File: config.mk
export PLATFORM = sky130hd
export DESIGN_NAME = if_id_fetch_queue
export DESIGN_NICKNAME = d
export VERILOG_FILES = /design/src/rtl/if_id_fetch_queue.sv
export SDC_FILE = /design/constraint.sdc
export NUM_CORES = 1
export LEC_CHECK = 0
export ABC_AREA = 1
export BUFFER_PORTS_ARGS = -buffer_cell sky130_fd_sc_hd__buf_2
export CAP_MARGIN = 25
export CORE_UTILIZATION = 30
export DETAILED_ROUTE_END_ITERATION = 12
export GPL_TIMING_DRIVEN = 0
export SYNTH_ARGS = -nofsm -noshare
export SYNTH_HDL_FRONTEND = slang
export SYNTH_SLANG_ARGS = --single-unit
File: constraint.sdc
create_clock -name clk_i -period 7.1 [get_ports clk_i]
set_input_delay 0.355 -clock clk_i [delete_from_list [all_inputs] [get_ports clk_i]]
set_output_delay 0.355 -clock clk_i [all_outputs]
set_load 0.02 [all_outputs]
File: src/rtl/if_id_fetch_queue.sv
// Fetch queue between IF and ID: a DEPTH-entry FIFO of {addedPC, inst} pairs.
// ID sees an all-zero bubble when empty; a jump or taken branch empties the queue in one cycle.
module if_id_fetch_queue #(
   parameter int PC_W   = 32,
   parameter int INST_W = 32,
   parameter int DEPTH  = 4,
   localparam int CNT_W = $clog2(DEPTH) + 1
) (
   input  logic              clk_i,
   input  logic              rst_i,
   input  logic              enq_valid_i,
   input  logic [PC_W-1:0]   addedPC_i,
   input  logic [INST_W-1:0] inst_i,
   output logic              enq_ready_o,
   input  logic              stall_i,
   input  logic              jump_i,
   input  logic              branch_i,
   output logic              deq_valid_o,
   output logic [PC_W-1:0]   addedPC_o,
   output logic [INST_W-1:0] inst_o,
   output logic [CNT_W-1:0]  count_o
);

   localparam int PTR_W = $clog2(DEPTH);
   localparam int ENT_W = PC_W + INST_W;

   logic [ENT_W-1:0] mem_r [DEPTH];
   logic [PTR_W-1:0] wr_ptr_r;
   logic [PTR_W-1:0] rd_ptr_r;
   logic [CNT_W-1:0] count_r;
   logic             flush_s;
   logic             enq_fire_s;
   logic             deq_fire_s;
   logic [ENT_W-1:0] head_s;

   assign flush_s     = jump_i | branch_i;
   assign enq_ready_o = (count_r != CNT_W'(DEPTH));
   assign deq_valid_o = (count_r != {CNT_W{1'b0}});
   assign enq_fire_s  = enq_valid_i & enq_ready_o & ~flush_s;
   assign deq_fire_s  = deq_valid_o & ~stall_i & ~flush_s;
   assign head_s      = mem_r[rd_ptr_r];
   assign count_o     = count_r;

   // Pointer and occupancy state; flush outranks stall and enqueue.
   always_ff @(posedge clk_i or negedge rst_i) begin
      if (!rst_i) begin
         wr_ptr_r <= {PTR_W{1'b0}};
         rd_ptr_r <= {PTR_W{1'b0}};
         count_r  <= {CNT_W{1'b0}};
      end else if (flush_s) begin
         wr_ptr_r <= {PTR_W{1'b0}};
         rd_ptr_r <= {PTR_W{1'b0}};
         count_r  <= {CNT_W{1'b0}};
      end else begin
         if (enq_fire_s) begin
            wr_ptr_r <= wr_ptr_r + PTR_W'(1);
         end
         if (deq_fire_s) begin
            rd_ptr_r <= rd_ptr_r + PTR_W'(1);
         end
         count_r <= count_r + CNT_W'(enq_fire_s) - CNT_W'(deq_fire_s);
      end
   end

   // Entry storage; contents need no reset since count gates visibility.
   always_ff @(posedge clk_i) begin
      if (enq_fire_s) begin
         mem_r[wr_ptr_r] <= {addedPC_i, inst_i};
      end
   end

   // Head presentation, forced to a NOP bubble when nothing is queued.
   always_comb begin
      addedPC_o = {PC_W{1'b0}};
      inst_o    = {INST_W{1'b0}};
      if (deq_valid_o) begin
         addedPC_o = head_s[ENT_W-1:INST_W];
         inst_o    = head_s[INST_W-1:0];
      end else begin
         addedPC_o = {PC_W{1'b0}};
         inst_o    = {INST_W{1'b0}};
      end
   end

   if_id_fetch_queue_chk #(
      .PC_W   (PC_W),
      .INST_W (INST_W),
      .DEPTH  (DEPTH)
   ) u_chk (
      .clk_i       (clk_i),
      .rst_i       (rst_i),
      .wr_ptr      (wr_ptr_r),
      .rd_ptr      (rd_ptr_r),
      .count       (count_r),
      .deq_valid   (deq_valid_o),
      .addedPC     (addedPC_o),
      .inst        (inst_o)
   );

endmodule

// Structural invariants of the fetch queue.
module if_id_fetch_queue_chk #(
   parameter int PC_W   = 32,
   parameter int INST_W = 32,
   parameter int DEPTH  = 4,
   localparam int CNT_W = $clog2(DEPTH) + 1,
   localparam int PTR_W = $clog2(DEPTH)
) (
   input logic              clk_i,
   input logic              rst_i,
   input logic [PTR_W-1:0]  wr_ptr,
   input logic [PTR_W-1:0]  rd_ptr,
   input logic [CNT_W-1:0]  count,
   input logic              deq_valid,
   input logic [PC_W-1:0]   addedPC,
   input logic [INST_W-1:0] inst
);

   logic [PTR_W-1:0] diff_s;
   assign diff_s = wr_ptr - rd_ptr;

   // Sampled on every active edge while out of reset.
   always @(posedge clk_i) begin
      if (rst_i) begin
         assert (count <= CNT_W'(DEPTH))
            else $error("fetch queue occupancy above DEPTH");
         assert (diff_s == count[PTR_W-1:0])
            else $error("fetch queue pointers disagree with occupancy");
         assert (deq_valid || (addedPC == {PC_W{1'b0}} && inst == {INST_W{1'b0}}))
            else $error("fetch queue bubble not zero");
      end
   end

endmodule

==> impl_metrics.toml <==
[outcome]
status = "finished, final reports clean"

[global_routing]
grt_max_degree = 26
grt_pass1_vias = 7832
grt_antenna_before_repair = 2
grt_pass1_wl_mm = 43.0
grt_overflow = 0
grt_usage = 0.145

[critical_path]
crit_type = "flop to output pin"
cp-start-kind = "flop"
slowest_delay_ns = 0.44
cp_cell_sequence = "nor2_1 > nand2_1 > inv_2 > buf_2 > a21oi_1 > buf_2"
cp-end-kind = "output pin"
required_ns = 6.74
arrival_ns = 2.27
crit_fanout = 10
cpMostUsedCell = "buf_2"
slowest_stage = "dfrtp_1"

[cts]
ctsHtreeMaxLevel = 1
clock_sinks = 263
cts_setup_buffers = 0
cts_root_buffer = "clkbuf_16"
clk_latency_ns = 0.55
clk_pin_slew_ns = 0.05
cts_buffer_depth = 3
cts_made_buffers = 30
tritoncts = "built"

[min_path]
hold_path_class = "input port to flop"

[drt]
drt_iter0_drc = 365
via_per_inst = 4.27
drt-total-wl_mm = 28.0
antenna_left = 0
wire_per_inst_um = 15.3
drc = 0
drtPass1Iterations = 4
via_count = 7804

[pwr]
vdd_drop_max_v = 0.000205
p_seq_frac = 0.507
power_uw = 3400
comb_power_share = 0.037
leakage_uw = 0.00645
power.density_nw_per_um2 = 236
switching_share = 0.204
p_int_uw = 2710
p_switching_uw = 693
power_frac_clock = 0.456

[place]
hpwl_mm = 18.0
numPortBuffers = 138
gp_congestion = 0.710
dpl_worst_slack_ns = 4.53
placedInstanceArea_um2 = 13000

[synthesis]
synth_flop_cell = "edfxtp_1"
syn_inst = 1074
synth_cell_types = 18
syn_avg_cell_area_um2 = 10.7
yosys_warnings = 0
post-synth-top-area-cell = "edfxtp_1"
synth_edf_count = 256
netlist_area_um2 = 11400
ys_seq_elements = 263
syn_nets = 1151
netlist_top_cells_count = "269 x nand2_1, 268 x inv_1, 256 x edfxtp_1, 124 x nand3_1, 55 x a21oi_1"
async_flop_share = 0.0266
yosysTopAreaCellShare = 0.672
yosysMostFrequentCell = "nand2_1"
ys_seq_area_frac = 0.687
synthTopCellsByArea = "edfxtp_1 67%, nand2_1 8.8%, inv_1 8.8%, nand3_1 5.4%, a21oi_1 2.4%"

[layout]
fin_util = 0.383
area_delta_synth_final_pct = 25.8
drive_gt1_frac = 0.201
multiInputGateArea_um2 = 2290
final_area_um2 = 14400
final_nets = 1371
fillCellCount = 3630
seq_area_um2 = 7860

[timing]
final.min_clock_period_ns = 2.63
slew_headroom = 0.364
max_freq_mhz = 380
tns_ns = 0
worst_pin_slew_ns = 0.951
min_period_over_period = 0.370
clock_skew_ns = 0.00583
fin_ws_ns = 4.47
setup-violations-final = 0
rsz0062_at_grt = "false"
hold_viol = 0
slew_violations = 0

[floorplan]
coreArea_um2 = 37600
initial_core_util = 0.305
fp.dieW_um = 197
dieArea_um2 = 38900
die_height_um = 197
rows = 71
pin_count = 139

[run]
drv_cap = 0
-- layer usage --
| metal | vias up | global-route usage | share of wire |
|---|---|---|---|
| li1 | 3857 | - | - |
| met1 | 3722 | 0.182 | 0.43 |
| met2 | 185 | 0.252 | 0.49 |
| met3 | 40 | 0.0246 | 0.054 |
| met4 | 0 | 0.0471 | 0.022 |
| met5 | - | 0 | 0 |
-- worst paths after layout --
kind / from / end / slack (ns) / cells past startpoint
setup / recovery: count_o[1]$_DFF_PN0_ / inst_o[12] / 4.47 / 6
max in group asynchronous: rst_i / rd_ptr_r[0]$_DFFE_PN0P_ / 6.76 / 2
hold / removal: addedPC_i[28] / mem_r[2][60]$_DFFE_PP_ / 0.03 / 1
hold reg to reg: wr_ptr_r[1]$_DFFE_PN0P_ / wr_ptr_r[1]$_DFFE_PN0P_ / 0.57 / 2
min in group asynchronous: rst_i / count_o[1]$_DFF_PN0_ / 0.18 / 2
setup reg to reg: count_o[1]$_DFF_PN0_ / mem_r[1][33]$_DFFE_PP_ / 4.57 / 5
-- power groups by stage --
stage / registers (µW) / logic, µW / clock network, µW
floorplan: 1760 / 47.2 / 0
global placement: 1760 / 101 / 0
detailed placement: 1760 / 110 / 0
CTS: 1720 / 129 / 1590
global route: 1720 / 141 / 1640
finish: 1720 / 127 / 1550
-- cell families after synthesis --
| kind of cell | after synthesis | share of synthesized area |
|---|---|---|
| AO/OA/AOI/OAI | 65 | 0.0317 |
| adder cells (fa/ha/maj) | 7 | 0.00831 |
| buffers and inverters | 321 | 0.116 |
| flip-flops | 263 | 0.687 |
| AND/OR/NAND/NOR | 418 | 0.157 |
-- repair_timing --
action / CTS / global route
hold endpoints to repair: 158 / 0
hold buffers: 42 / 0
gates resized for setup: 0 / 0
-- sequential cells by signal, indices dropped and copies added (netlist names) --
signal	cells
mem_r	256
count_o	3
rd_ptr_r	2
wr_ptr_r	2
-- cells in the final DEF (no fill, tap or decap) --
| cell type | n |
|---|---|
| a21oi_1 | 55 |
| buf_16 | 1 |
| a21oi_2 | 10 |
| dfrtp_1 | 7 |
| buf_2 | 167 |
| or2_2 | 1 |
| clkbuf_16 | 31 |
| ha_1 | 6 |
| fa_1 | 1 |
| nand2_1 | 269 |
| nand4_1 | 4 |
| edfxtp_1 | 256 |
| nor2_1 | 6 |
| clkinv_4 | 4 |
| inv_2 | 3 |
| nor2_4 | 4 |
| diode_2 | 1 |
| clkinvlp_4 | 1 |
| buf_4 | 7 |
| clkbuf_1 | 10 |
| nand3_2 | 10 |
| dlygate4sd3_1 | 42 |
| clkinv_2 | 6 |
| nand3_1 | 124 |
| buf_6 | 8 |
| bufinv_16 | 4 |
| clkinv_1 | 4 |
| buf_12 | 7 |
| inv_1 | 268 |
-- critical path: cells and delay by family, from the launching register on --
family | cells | cell delay (ns)
buffers and inverters | 3 | 0.85
DFF | 1 | 0.44
and+or+nand+nor | 2 | 0.31
AOI/OAI and AO/OA | 1 | 0.12
-- metrics by stage --
stage          hold WS [ns]  std cells
6_report             0.0274       1828
4_1_cts            0.000117       1827
3_3_place_gp          0.206       1723
2_1_floorplan        0.0594       1074
3_5_place_dp          0.209       1731
5_1_grt             0.00739       1828
-- final cells by class --
type | count | area share
Sequential cell | 263 | 0.546
Multi-Input combinational cell | 490 | 0.159
Timing Repair Buffer | 188 | 0.0888
Inverter | 271 | 0.0707
Clock buffer | 35 | 0.0549
Tap cell | 511 | 0.0444
Buffer | 50 | 0.0216
Clock inverter | 19 | 0.0144
Antenna cell | 1 | 0.000174
(Power assumes the default switching activity.)
